===== config.mk =====
export PLATFORM = sky130hd
export DESIGN_NAME = handshaking_receiver
export DESIGN_NICKNAME = d
export VERILOG_FILES = /design/src/rtl/handshaking_receiver.sv
export SDC_FILE = /design/constraint.sdc
export NUM_CORES = 1
export LEC_CHECK = 0
export CORE_ASPECT_RATIO = 0.7
export CORE_MARGIN = 3
export CORE_UTILIZATION = 41
export CTS_CLUSTER_SIZE = 10
export DETAILED_ROUTE_END_ITERATION = 8
export PLACE_DENSITY = 0.61
export SETUP_SLACK_MARGIN = 0.3
export SYNTH_ARGS = -nofsm -noshare
export SYNTH_HDL_FRONTEND = slang
export SYNTH_SLANG_ARGS = --single-unit

===== constraint.sdc =====
create_clock -name clk -period 2.31 [get_ports clk]
set_input_delay 0.5775 -clock clk [delete_from_list [all_inputs] [get_ports clk]]
set_output_delay 0.5775 -clock clk [all_outputs]
set_load 0.01 [all_outputs]

===== src/rtl/handshaking_receiver.sv =====
// handshaking_receiver
//   Receiving end of a valid/ready word handshake. Incoming words are stored in a
//   DEPTH-entry FIFO. The head word is presented first-word-fall-through to a local
//   consumer. ready_out drops only when the FIFO is full.
//
//   Optional feature macro: HS_RX_STATS_EN (adds xfer_count / stall_count).
//
// Ports
//   clk          in   rising-edge clock
//   rst          in   asynchronous active-high reset
//   data_in      in   write data from master
//   valid_in     in   master has data
//   ready_out    out  receiver can accept (registered, = !full)
//   rd_en        in   consumer pops head word
//   rd_data      out  head word, 0 when empty
//   rd_valid     out  FIFO non-empty (registered)
//   level        out  entries held, 0..DEPTH
//   xfer_count   out  (HS_RX_STATS_EN) accepted pushes, wrapping
//   stall_count  out  (HS_RX_STATS_EN) valid_in && !ready_out cycles, saturating
module handshaking_receiver #(
    parameter int unsigned DATA_WIDTH = 8,
    parameter int unsigned DEPTH      = 4,
    localparam int unsigned PW        = $clog2(DEPTH)
) (
    input  logic                  clk,
    input  logic                  rst,
    input  logic [DATA_WIDTH-1:0] data_in,
    input  logic                  valid_in,
    output logic                  ready_out,
    input  logic                  rd_en,
    output logic [DATA_WIDTH-1:0] rd_data,
    output logic                  rd_valid,
    output logic [PW:0]           level
`ifdef HS_RX_STATS_EN
    ,
    output logic [15:0]           xfer_count,
    output logic [15:0]           stall_count
`endif
);

    typedef enum logic [1:0] {StEmpty, StPartial, StFull} state_t;

    localparam logic [PW:0] LevelAlmostFull = (PW+1)'(DEPTH - 1);
    localparam logic [PW:0] LevelOne        = (PW+1)'(1);

    state_t                state;
    logic [PW-1:0]         wr_ptr;
    logic [PW-1:0]         rd_ptr;
    logic [DATA_WIDTH-1:0] mem [DEPTH];

    // Handshake qualifiers use registered flags only, so there is no combinational
    // path from valid_in to ready_out or from rd_en to rd_valid.
    logic push;
    logic pop;
    assign push = valid_in && ready_out;
    assign pop  = rd_en && rd_valid;

    // Storage is not reset; stale contents are masked by rd_valid.
    always_ff @(posedge clk) begin
        if (push) begin
            mem[wr_ptr] <= data_in;
        end
    end

    assign rd_data = rd_valid ? mem[rd_ptr] : '0;

    // Occupancy FSM with registered ready_out / rd_valid.
    always_ff @(posedge clk or posedge rst) begin
        if (rst) begin
            state     <= StEmpty;
            wr_ptr    <= '0;
            rd_ptr    <= '0;
            level     <= '0;
            ready_out <= 1'b0;
            rd_valid  <= 1'b0;
        end else begin
            if (push) wr_ptr <= wr_ptr + PW'(1);
            if (pop)  rd_ptr <= rd_ptr + PW'(1);
            unique case (state)
                StEmpty: begin
                    // Also raises ready_out on the first edge after reset release.
                    ready_out <= 1'b1;
                    if (push) begin
                        state    <= StPartial;
                        level    <= LevelOne;
                        rd_valid <= 1'b1;
                    end
                end
                StPartial: begin
                    if (push && !pop) begin
                        level <= level + LevelOne;
                        if (level == LevelAlmostFull) begin
                            state     <= StFull;
                            ready_out <= 1'b0;
                        end
                    end else if (pop && !push) begin
                        level <= level - LevelOne;
                        if (level == LevelOne) begin
                            state    <= StEmpty;
                            rd_valid <= 1'b0;
                        end
                    end
                end
                StFull: begin
                    if (pop) begin
                        state     <= StPartial;
                        level     <= level - LevelOne;
                        ready_out <= 1'b1;
                    end
                end
                default: begin
                    state     <= StEmpty;
                    level     <= '0;
                    ready_out <= 1'b0;
                    rd_valid  <= 1'b0;
                end
            endcase
        end
    end

`ifdef HS_RX_STATS_EN
    always_ff @(posedge clk or posedge rst) begin
        if (rst) begin
            xfer_count  <= '0;
            stall_count <= '0;
        end else begin
            if (push) xfer_count <= xfer_count + 16'd1;
            if (valid_in && !ready_out && stall_count != 16'hFFFF) begin
                stall_count <= stall_count + 16'd1;
            end
        end
    end
`endif

endmodule

==> results of run 1 <==
## flip-flops by register name, indices dropped and copies added, names as in the netlist
name	flops
wr_ptr	2
rd_valid	1
level	3
mem	32
rd_ptr	2
state	2
ready_out	1
## critical path, stage by stage (launching register included)
cell,delay [ps]
dfrtp_1,420
buf_6,130
buf_6,100
mux4_2,500
and2_4,150
buf_6,110
## worst max-delay path by stage
stage / from / end / slack [ps]
3_5_place_dp: rd_ptr[0] / rd_data[1] / 30
6_report: rd_ptr[0] / rd_data[1] / 30
4_1_cts: rd_ptr[0] / rd_data[3] / 3
3_3_place_gp: rd_ptr[0] / rd_data[6] / 50
5_1_grt: rd_ptr[0] / rd_data[4] / -30
2_1_floorplan: valid_in / state[1] / 550
## cell type report
type                    instances  area [um2]
inverters                      10       37.54
fillers                       386        1996
clock inverters                 1       5.005
well taps                      55       68.82
multi-input cells              75       688.2
flip-flops and latches         43        1240
clock buffers                   7       76.32
repair buffers                 40       367.9
## cell usage after synthesis, drive strengths merged, types with 2 or more instances
| library cell | number |
|---|---|
| ha | 11 |
| nand2 | 8 |
| mux4 | 8 |
| and3 | 4 |
| nor2 | 2 |
| and2 | 8 |
| dfrtp | 11 |
| a21oi | 5 |
| inv | 10 |
| and2b | 2 |
| clkbuf | 2 |
| a21o | 2 |
| o21ai | 6 |
| o22ai | 2 |
| xnor2 | 4 |
| edfxtp | 32 |
## kinds of logic (layout without fill, tap and decap cells)
group | after synthesis | count (layout) | share of synthesized area
xor gates and xnor gates | 5 | 5 | 0.02238
buffers and inverters | 13 | 58 | 0.02685
muxes | 9 | 9 | 0.09974
and+or+nand+nor | 29 | 29 | 0.08313
adders and majority gates | 11 | 11 | 0.07033
DFF | 43 | 43 | 0.6317
AOI/OAI and AO/OA | 21 | 21 | 0.06586
## placed cells by master (no fill, tap or decap), drive strengths merged
cell            n
buf            24
a21o            2
o32ai           1
nand2           8
or4             1
a21oi           5
o22ai           2
ha             11
clkinv          1
o21bai          1
mux4            8
edfxtp         32
nor2            2
inv            10
dfrtp          11
o21ai           6
and3            4
nand2b          1
mux2            1
and2b           2
o31ai           1
nand3b          1
a211oi          1
a21boi          1
and2            8
xor2            1
nor2b           1
nand3           1
o211ai          1
clkbuf          7
clkdlybuf4s50  16
xnor2           4
## power breakdown
part           internal [uW]  switching, uW
combinational           17.7           13.7
clock                    212            242
sequential               830              0
## per-stage QoR
step | power (uW) | area [um2] | util
finish | 1315 | 2484 | 0.5545
global route | 1359 | 2484 | 0.5545
CTS | 1328 | 2415 | 0.5391
detailed placement | 878.4 | 2318 | 0.5176
global placement | 876.5 | 2318 | 0.5176
floorplan | 850.2 | 1957 | -
## layer usage
| metal | GRT usage | vias to the layer above |
|---|---|---|
| met4 | 0.06792 | 0 |
| li1 | - | 568 |
| met3 | 0.03866 | 7 |
| met5 | 0 | - |
| met1 | 0.2094 | 591 |
| met2 | 0.2211 | 20 |
## what timing repair did
item | 4_1_cts | 5_1_grt
hold buffers | 0 | 0
endpoints found under the hold margin | 0 | 0
endpoints found under the setup margin | 9 | 12
buffers inserted | 4 | 3
pin swaps | 6 | 2
gates resized for setup | 40 | 12
==> summary.md, run 1 <==
| Metric | Value |
|---|---|
| Outcome | finished, final reports clean |
| Total Routed Length | around 3800 um |
| Cell taking the most area after synthesis | edfxtp_1 |
| Reg2reg setup slack | 510 ps |
| Via Count | 1186 |
| Avg WL per Cell | 16.41 um |
| Final worst slack | between 20 and 30 ps |
| Clock Latency Late Sink | 300 ps |
| Worst-case clock buffer depth | 2 |
| Startpoint types | flip-flop |
| # DRC | 0 |
| Critical Path RT | 1730 ps |
| Syn avg cell area | 14.94 um2 |
| Post-Route Setup TNS | 0 ps |
| Met2 WL | 1734 um |
| Synth Instances | 131 |
| Slew headroom | 0.6890 |
| Setup violators final | 0 |
| Max Cap Violations | 0 |
| Gr ovfl total | 0 |
| Core Box Area | 4479 um2 |
| Clk sink count | 43 |
| Gpl congestion | about 0.8 |
| First-pass iteration count of the detailed router | 4 |
| Port Buf Inserts | 24 |
| Crit path kind | reg2out |
| Post-synthesis net count | roughly 150 |
| Sequential area share after synthesis | 0.6317 |
| Clock skew | 5.313 ps |
| Synth top area share | 0.4910 |
| Number of H-tree levels | 2 |
| Fin Hold WS | 557.2 ps |
| Die width | 88.58 um |
| Finished Layout Cells | approximately 230 |
| Seq cells post-synth | 43 |
| Clock transition at path regs | 80 ps |
| Die Height | 63.80 um |
| N_diodes | 0 |
| WL met1 | 1863 um |
| Hold endpoint | level[1] |
| Total Routing Usage GR | 0.1503 |
| CP endpoint kind | output pin |
| CTS tree | done |
| Yosys Warn Count | 0 |
| Post-synth ARST share | 0.2558 |
| Fin nets | 198 |
| Max Clock Freq | 0.4385 GHz |
| Share of layout cells above drive strength 1 | 0.2898 |
| RSZ-0062 raised after global routing | yes |
| Area Overhead vs Synth | 26.92% |
| Final period utilization | 0.9872 |
| Top cells by area, synth | edfxtp_1, dfrtp_1, mux4_2 |
| WL met3 | ~130 um |
| Clock root buffer | clkbuf_8 |
| Vias per cell | 5.134 |
| Num ports | 25 |
| Leakage power of the design | 0.0009797 uW |
| Largest net degree at the start of global routing | 13 |
| WP data arrival | 1700 ps |
| Post-place setup slack | between 30 and 40 ps |
| Post-synth EDFFs | 32 |
| Placed cells | between 200 and 250 |
| Worst slew pin tran | 466.4 ps |
| R2r startpoint | rd_valid |
| Die ar. | 5651 um2 |
| Initial antenna violation count | 0 |
| Mapped cell area | 1957 um2 |
| Number of global-route vias before repair | 1217 |
| R2R Path End | state[1] |
| Initial drt markers | 65 |
| Worst-path fanout max | 3 |
| Worst Hold Class | reg2reg |
| Post-synth top flop | edfxtp_1 |
| Peak supply drop | 0.2501 mV |
| Global-route wire length before repair | 6113 um |
| Hold Path Origin | level[1] |
| Final Hold Viols | 0 |
| Final HPWL DP | between 2000 and 3000 um |
| Min-Delay Path Depth | 1 |
| Cell Pwr Density | roughly 530 nW/um2 |
| Fin. max-slew vios | 0 |
| Min cycle time layout | 2281 ps |
| R2R depth | 6 |
| CTS buffer count | 5 |
| Top Metal Used | met4 |
| # rows | 20 |
| Routed Antenna Nets | 0 |
| Yosys cell types | 32 |
| Initial Util | 0.4369 |
(Power assumes the default switching activity.)
==> run 2, diff against run 1 <==
--- a/config.mk
+++ b/config.mk
@@ -8,6 +8,7 @@
 export CORE_ASPECT_RATIO = 0.7
 export CORE_MARGIN = 3
 export CORE_UTILIZATION = 41
+export CTS_CLUSTER_DIAMETER = 200
 export CTS_CLUSTER_SIZE = 10
 export DETAILED_ROUTE_END_ITERATION = 8
 export PLACE_DENSITY = 0.61
==> results of run 2 <==
The final DEF is identical to that of run 1; final timing and power are the same.
